## config.mk

```make
export PLATFORM = sky130hd
export DESIGN_NAME = bram_port_arbiter
export DESIGN_NICKNAME = d
export VERILOG_FILES = /design/src/rtl/bram_port_arbiter.sv
export SDC_FILE = /design/constraint.sdc
export NUM_CORES = 1
export LEC_CHECK = 0
export BUFFER_PORTS_ARGS = -buffer_cell sky130_fd_sc_hd__buf_2
export CAP_MARGIN = 20
export CORE_MARGIN = 3
export CORE_UTILIZATION = 39
export CTS_CLUSTER_DIAMETER = 30
export CTS_CLUSTER_SIZE = 28
export DETAILED_ROUTE_END_ITERATION = 7
export GPL_TIMING_DRIVEN = 1
export PLACE_DENSITY = 0.79
export SYNTH_ARGS = -nofsm -noshare
export SYNTH_HDL_FRONTEND = slang
export SYNTH_SLANG_ARGS = --single-unit
```

## constraint.sdc

```tcl
create_clock -name clk -period 1.2 [get_ports clk]
set_input_delay 0.12 -clock clk [delete_from_list [all_inputs] [get_ports clk]]
set_output_delay 0.12 -clock clk [all_outputs]
set_load 0.02 [all_outputs]
```

## src/rtl/bram_port_arbiter.sv

```systemverilog
// ---------------------------------------------------------------------------
// bram_port_arbiter
//
// Shares port B of the frame BRAM between the VGA scan-out stream and the
// image-processing engine (PE). VGA reads have priority. The winning access
// of each cycle is registered onto the BRAM port. Read data is returned to
// whichever requester issued the read, RD_LAT cycles after the BRAM enable.
//
// Optional build macro:
//   ARB_STARVE_GUARD_EN  builds a starvation counter. After STARVE_MAX
//                        consecutive denied PE cycles, PE is forced through
//                        and the displaced VGA request is reported as a drop.
//                        Without it, VGA has strict priority and the drop
//                        outputs are tied to 0.
//
// Parameters:
//   ADDR_W      BRAM address width
//   DATA_W      pixel width
//   RD_LAT      BRAM read latency (enable to data valid on mem2db_i), >= 1
//   STARVE_MAX  denied PE cycles before PE is forced (guard build only)
//
// Ports:
//   clk, rst_n          clock (rising edge), asynchronous active-low reset
//   vga_req_i/addr_i    VGA read request and address, one read per cycle
//   vga_data_o/valid_o  returned VGA pixel (0 while not valid)
//   vga_drop_o          registered pulse: a VGA request was displaced by a
//                       forced PE access on the previous edge
//   vga_drop_cnt_o      saturating count of dropped VGA requests
//   pe_req_i/we_i/addr_i/wdata_i
//                       PE access; held stable until pe_gnt_o is seen
//   pe_gnt_o            combinational grant
//   pe_rdata_o/rvalid_o PE read data (0 while not valid)
//   enb_o/web_o/addrb_o/d2memb_o
//                       registered BRAM port B controls
//   mem2db_i            BRAM read data
// ---------------------------------------------------------------------------
module bram_port_arbiter #(
  parameter int ADDR_W     = 18,
  parameter int DATA_W     = 8,
  parameter int RD_LAT     = 2,
  parameter int STARVE_MAX = 16
) (
  input  logic              clk,
  input  logic              rst_n,
  input  logic              vga_req_i,
  input  logic [ADDR_W-1:0] vga_addr_i,
  output logic [DATA_W-1:0] vga_data_o,
  output logic              vga_valid_o,
  output logic              vga_drop_o,
  output logic [15:0]       vga_drop_cnt_o,
  input  logic              pe_req_i,
  input  logic              pe_we_i,
  input  logic [ADDR_W-1:0] pe_addr_i,
  input  logic [DATA_W-1:0] pe_wdata_i,
  output logic              pe_gnt_o,
  output logic [DATA_W-1:0] pe_rdata_o,
  output logic              pe_rvalid_o,
  output logic              enb_o,
  output logic              web_o,
  output logic [ADDR_W-1:0] addrb_o,
  output logic [DATA_W-1:0] d2memb_o,
  input  logic [DATA_W-1:0] mem2db_i
);

  // Reject parameter values that would collapse the return pipeline or
  // make the starvation threshold meaningless.
  if (RD_LAT < 1 || STARVE_MAX < 1) begin : g_param_check
    $error("bram_port_arbiter: RD_LAT and STARVE_MAX must be >= 1");
  end

  logic guard_fire;
  logic vga_win;
  logic pe_win;
  logic issue_pe;
  logic [RD_LAT-1:0] pipe_valid;
  logic [RD_LAT-1:0] pipe_pe;
  logic ret_valid;
  logic ret_pe;

`ifdef ARB_STARVE_GUARD_EN
  localparam int CNT_W = $clog2(STARVE_MAX + 1);

  logic [CNT_W-1:0] starve_cnt;
  logic             drop_now;
  logic             drop_q;
  logic [15:0]      drop_cnt;

  // The guard only matters while PE is actually asking; a saturated counter
  // with no pending request must not steal a VGA slot.
  assign guard_fire = pe_req_i && (starve_cnt == CNT_W'(STARVE_MAX));
  assign drop_now   = vga_req_i && guard_fire;

  // Counts consecutive cycles in which PE asked and was refused. Any grant
  // or any cycle without a request restarts the count.
  always_ff @(posedge clk or negedge rst_n) begin
    if (!rst_n) begin
      starve_cnt <= '0;
    end else if (pe_req_i && !pe_gnt_o) begin
      if (starve_cnt != CNT_W'(STARVE_MAX)) begin
        starve_cnt <= starve_cnt + CNT_W'(1);
      end
    end else begin
      starve_cnt <= '0;
    end
  end

  // The drop pulse is registered so it lines up with the cycle in which the
  // forced PE access appears on the BRAM port, together with the updated
  // count.
  always_ff @(posedge clk or negedge rst_n) begin
    if (!rst_n) begin
      drop_q   <= 1'b0;
      drop_cnt <= '0;
    end else begin
      drop_q <= drop_now;
      if (drop_now && drop_cnt != 16'hFFFF) begin
        drop_cnt <= drop_cnt + 16'd1;
      end
    end
  end

  assign vga_drop_o     = drop_q;
  assign vga_drop_cnt_o = drop_cnt;
`else
  assign guard_fire     = 1'b0;
  assign vga_drop_o     = 1'b0;
  assign vga_drop_cnt_o = '0;
`endif

  // pe_win and vga_win are mutually exclusive: PE can only beat a VGA
  // request when the guard fires, which also suppresses vga_win.
  assign pe_win   = pe_req_i && (!vga_req_i || guard_fire);
  assign vga_win  = vga_req_i && !guard_fire;
  assign pe_gnt_o = pe_win;

  // Issue register. On idle cycles the address is held to avoid needless
  // toggling of the BRAM address bus. Write data is zeroed for every access
  // that is not a PE write. issue_pe remembers who owns the access so a read
  // can be routed back later.
  always_ff @(posedge clk or negedge rst_n) begin
    if (!rst_n) begin
      enb_o    <= 1'b0;
      web_o    <= 1'b0;
      addrb_o  <= '0;
      d2memb_o <= '0;
      issue_pe <= 1'b0;
    end else if (pe_win) begin
      enb_o    <= 1'b1;
      web_o    <= pe_we_i;
      addrb_o  <= pe_addr_i;
      d2memb_o <= pe_we_i ? pe_wdata_i : '0;
      issue_pe <= 1'b1;
    end else if (vga_win) begin
      enb_o    <= 1'b1;
      web_o    <= 1'b0;
      addrb_o  <= vga_addr_i;
      d2memb_o <= '0;
      issue_pe <= 1'b0;
    end else begin
      enb_o    <= 1'b0;
      web_o    <= 1'b0;
      d2memb_o <= '0;
      issue_pe <= 1'b0;
    end
  end

  // Return pipeline: one {valid, owner} entry per BRAM latency cycle, loaded
  // from the issue register. The last stage coincides with the BRAM data, so
  // returns stay in issue order without any buffering.
  always_ff @(posedge clk or negedge rst_n) begin
    if (!rst_n) begin
      pipe_valid <= '0;
      pipe_pe    <= '0;
    end else begin
      pipe_valid[0] <= enb_o && !web_o;
      pipe_pe[0]    <= issue_pe;
      for (int i = 1; i < RD_LAT; i++) begin
        pipe_valid[i] <= pipe_valid[i-1];
        pipe_pe[i]    <= pipe_pe[i-1];
      end
    end
  end

  assign ret_valid = pipe_valid[RD_LAT-1];
  assign ret_pe    = pipe_pe[RD_LAT-1];

  assign vga_valid_o = ret_valid && !ret_pe;
  assign pe_rvalid_o = ret_valid && ret_pe;
  assign vga_data_o  = vga_valid_o ? mem2db_i : '0;
  assign pe_rdata_o  = pe_rvalid_o ? mem2db_i : '0;

endmodule

```

; Word-level counts from Yosys, hierarchy flattened
; Index checks and enable logic that the tools add are counted.
[totals]
ff_bits = 33
in_bits = 57
out_inout_bits = 64
word_cells = 25
[op_classes]
n_mux = 10
reduce_logical = 8
[op_table]
columns = cell, count
row1 = 2-to-1 mux 18 bit, 2
row2 = 2-to-1 mux 8 bit, 4
row3 = logical AND 1 bit, 4
row4 = 2-to-1 mux 1 bit, 4
row5 = logical NOT 1 bit, 3
row6 = nonzero test 2 bit, 1

; Logic depth before layout (Yosys ltp)
[logic_depth]
ltp_word = 3
ltp_mapped = 4
mapped_depth_nobuf = 2

; Worst setup path before layout
; No wires, ideal clock.
[synth_path]
path_kind = reg-to-output
startpoint = reg pipe_valid[1]
endpoint = out vga_data_o[0]
t_arrival_ns = 0.920
setup_slack_ns = 0.160
path_stages_with_launch = 4
cell_sequence = dfrtp_1 > nor2b_2 > buf_6 > and2_1
[synth_between]
elab_chain_cells = 2
[synth_lines]
columns = item, line
row1 = start: declaration, 75  ; logic [RD_LAT-1:0] pipe_valid;
row2 = start signal: indexed assignment, 178  ; pipe_valid[i] <= pipe_valid[i-1];
row3 = logical AND 1 bit, 187  ; assign vga_valid_o = ret_valid && !ret_pe;
row4 = via vga_valid_o, 48  ; output logic vga_valid_o,
row5 = 2-to-1 mux 8 bit, 189  ; assign vga_data_o = vga_valid_o ? mem2db_i : '0;
row6 = end: declaration, 47  ; output logic [DATA_W-1:0] vga_data_o,
; The timed path passes the listed nets, and every way through them passes these cells.

; Worst setup path after layout
[layout_path]
startpoint = reg pipe_pe[1]
endpoint = out vga_data_o[4]
[layout_between]
elab_chain_cells = 3
[layout_lines]
columns = item, line
row1 = start: declaration, 76  ; logic [RD_LAT-1:0] pipe_pe;
row2 = start signal: indexed assignment, 179  ; pipe_pe[i] <= pipe_pe[i-1];
row3 = logical NOT 1 bit, 187
row4 = logical AND 1 bit, 187
row5 = 2-to-1 mux 8 bit, 189
; No other way between the ends.

==> results.py <==
metrics = {
    "status": {
        "status": "complete, but fails checks",
        "violations": "setup timing",
    },
    "synthesis": {
        "synthAdderAreaFrac": 0,
        "synth_xor_area_frac": 0,
        "syn_area_per_cell_sq_um": 10.84,
        "synth.distinct_cells": 15,
        "synth-seq-area-share": 0.5327,
        "synthSimpleGateAreaFrac": 0.1679,
        "synth_top_family_by_area": "simple AND/OR/NAND/NOR gates",
        "synth_area_leaders": "dfrtp_1 53%, mux2i_1 12%, buf_4 9.2%",
        "synth_compound_area_frac": 0.05811,
        "ys_top_cells_by_count": "33 x dfrtp_1, 19 x buf_4, 18 x mux2i_1, 18 x nand2_1, 18 x o21ai_1",
        "muxShareOfSynthArea": 0.1162,
        "synth_top_area_frac": 0.5327,
        "synth-edff-count": 0,
        "yosysWarnings": 0,
        "ys.flop_type": "dfrtp_1",
        "syn_inst": 143,
        "synth_area_sq_um": 1550,
        "async_reset_ff_frac": 1.000,
        "synth_top_area_cell": "dfrtp_1",
        "synth_most_common_cell": "dfrtp_1",
        "ys_ff_latch": 33,
    },
    "routing": {
        "drtIter0Drc": 12,
        "wl_per_cell_um": 11.75,
        "wirelength_mm": 3.525,
        "drcViolationCount": 0,
        "vias_per_cell": 4.417,
        "drtAntennaViolNets": 0,
        "vias": 1325,
        "dr.pass1.iters": 3,
    },
    "placed_design": {
        "place_hpwl_mm": 2.633,
        "dpl_worst_slack_ps": 148.7,
        "placed_area_sq_um": 2046,
        "portBuffers": 103,
        "gp_congestion": 0.7624,
    },
    "power_and_ir_drop": {
        "p_clk_frac": 0.358,
        "switching_share": 0.2648,
        "power_density_nw_per_um2": 1275,
        "leakagePower_nw": 1.323,
        "switchingPower_w": 0.0007715,
        "power_w": 0.002914,
        "seqPwrFrac": 0.421,
        "ir_worst_vdd_uv": 967.7,
        "p_int_w": 0.002142,
        "comb_power_share": 0.221,
    },
    "timing": {
        "skew_ps": 0.3378,
        "setup_violations": 17,
        "grt_setup_unrepaired": "true",
        "hold_viol_final": 0,
        "fmax_mhz": 772.6,
        "fin_crit_sh": 1.079,
        "period_needed_ps": 1294,
        "drv_slew": 0,
        "setup_ws_ps": -94.35,
    },
    "die": {
        "coreArea_sq_um": 3744,
        "fp.dieArea_sq_um": 4767,
        "num_rows": 22,
        "start_util": 0.4141,
        "io_pins": 121,
        "die-height_um": 69.05,
        "die_x_um": 69.05,
    },
    "cts": {
        "post-cts-setup-buffer-count": 0,
        "cts_tree": "built",
        "cts-root-buf": "clkbuf_8",
        "htreeDepth": 2,
        "clk_pin_slew_ps": 60,
        "clk_latency_ps": 270,
        "clock-sinks": 33,
        "cts.path.max_buffers": 2,
        "cts_buffers": 5,
    },
    "critical_path": {
        "crit_fanout": 5,
        "crit_family": "flip-flops",
        "cp_num_buf_inv": 1,
        "critical_path.max_stage_delay_ps": 450,
        "worstSetupStartpointType": "register",
        "slowest_stage": "dfrtp_2",
        "cp_cell_sequence": "nor2b_4 -> and2_4 -> buf_6",
        "worstPathRequired_ps": 1080,
        "crit_start": "pipe_pe[1]",
        "arrival_ps": 1170,
        "crit_type": "register to output pin",
        "r2r_start": "addrb_o[11]",
        "cp-end-kind": "output pin",
    },
    "finish": {
        "n_antenna_cell": 0,
        "fill_cells": 320,
        "area_delta_synth_final_pct": 47.38,
        "regArea_sq_um": 827.0,
        "final_area_sq_um": 2285,
        "nNetsFinal": 308,
        "drive_above_1_share": 0.5000,
        "multiInputGateArea_sq_um": 633.1,
    },
    "global_routing": {
        "grt_pass1_vias": 1250,
        "grt_pass1_wl_mm": 5.768,
        "overflow": 0,
        "grt_max_degree": 35,
        "grt_antenna_before_repair": 0,
        "grtUsageTotal": 0.1492,
    },
    "flow_run": {
        "maxCapViolations": 0,
    },
    "min_path": {
        "hold_start": "pe_wdata_i[5]",
        "hp-class": "input pin to register",
    },
}
metrics by stage:
step	util	cells	TNS (ps)	hold slack, ps
after CTS	0.5879	299	-1304	33.41
after floorplan	-	159	0	-175.6
after global routing	0.6103	300	-2388	43.35
final	0.6103	300	-1443	46.18
after detailed placement	0.5465	290	0	167.4
after global placement	0.5465	290	0	162.8
cells by family (layout without fill, tap and decap cells):
logic type / count (synthesis) / after routing
and+or+nand+nor: 48 / 49
AOI/OAI and AO/OA: 18 / 18
other: 1 / 17
muxes: 18 / 18
DFF: 33 / 33
buffers and inverters: 25 / 117
cell usage in the layout (no fill, tap or decap), drive strengths merged:
| master | instances |
|---|---|
| and2 | 17 |
| and3 | 8 |
| and3b | 1 |
| buf | 108 |
| bufinv | 1 |
| clkbuf | 7 |
| conb | 17 |
| dfrtp | 33 |
| dlygate4sd3 | 1 |
| mux2i | 18 |
| nand2 | 18 |
| nor2b | 4 |
| o21ai | 18 |
| or2 | 1 |
power groups by stage:
stage               combinational, W  clock, W  sequential (W)
floorplan                   0.000299         0         0.00133
global placement            0.000573         0         0.00124
detailed placement          0.000587         0         0.00124
CTS                         0.000603   0.00108         0.00123
global route                0.000699   0.00112         0.00124
finish                      0.000643   0.00104         0.00123
flip-flops by register name, indices dropped and copies added (netlist names):
register,flops
addrb_o,18
d2memb_o,8
pipe_pe,2
pipe_valid,2
enb_o,1
issue_pe,1
web_o,1
worst paths after layout:
path	to	slack (ps)	depth (start not counted)
max	vga_data_o[4]	-90	3
min	d2memb_o[5]	50	2
max reg2reg	addrb_o[11]	480	2
min reg2reg	pipe_pe[0]	350	0
max in group asynchronous	pipe_pe[1]	500	3
min in group asynchronous	d2memb_o[5]	390	3
cell type report:
cell class | instances | area share
multi-input combinational | 102 | 0.2771
timing repair buffer | 109 | 0.2837
clock buffer | 7 | 0.03779
tap | 48 | 0.02629
sequential | 33 | 0.3620
clock inverter | 1 | 0.01314
per-layer routing:
metal	GRT usage	up-vias	wire (um)
met1	0.1598	581	1276
met3	0.04956	4	428
li1	-	651	-
met5	0	-	0
met4	0.06508	0	37
met2	0.2648	89	1783
repair_timing:
| item | CTS | global route |
|---|---|---|
| hold buffers | 1 | 0 |
| endpoints found under the setup margin | 18 | 18 |
| pin swaps | 0 | 6 |
| cloned | 0 | 1 |
| hold endpoints to repair | 33 | 0 |
| resized for setup | 10 | 24 |
Note: power is estimated with default switching activity, not from simulation.
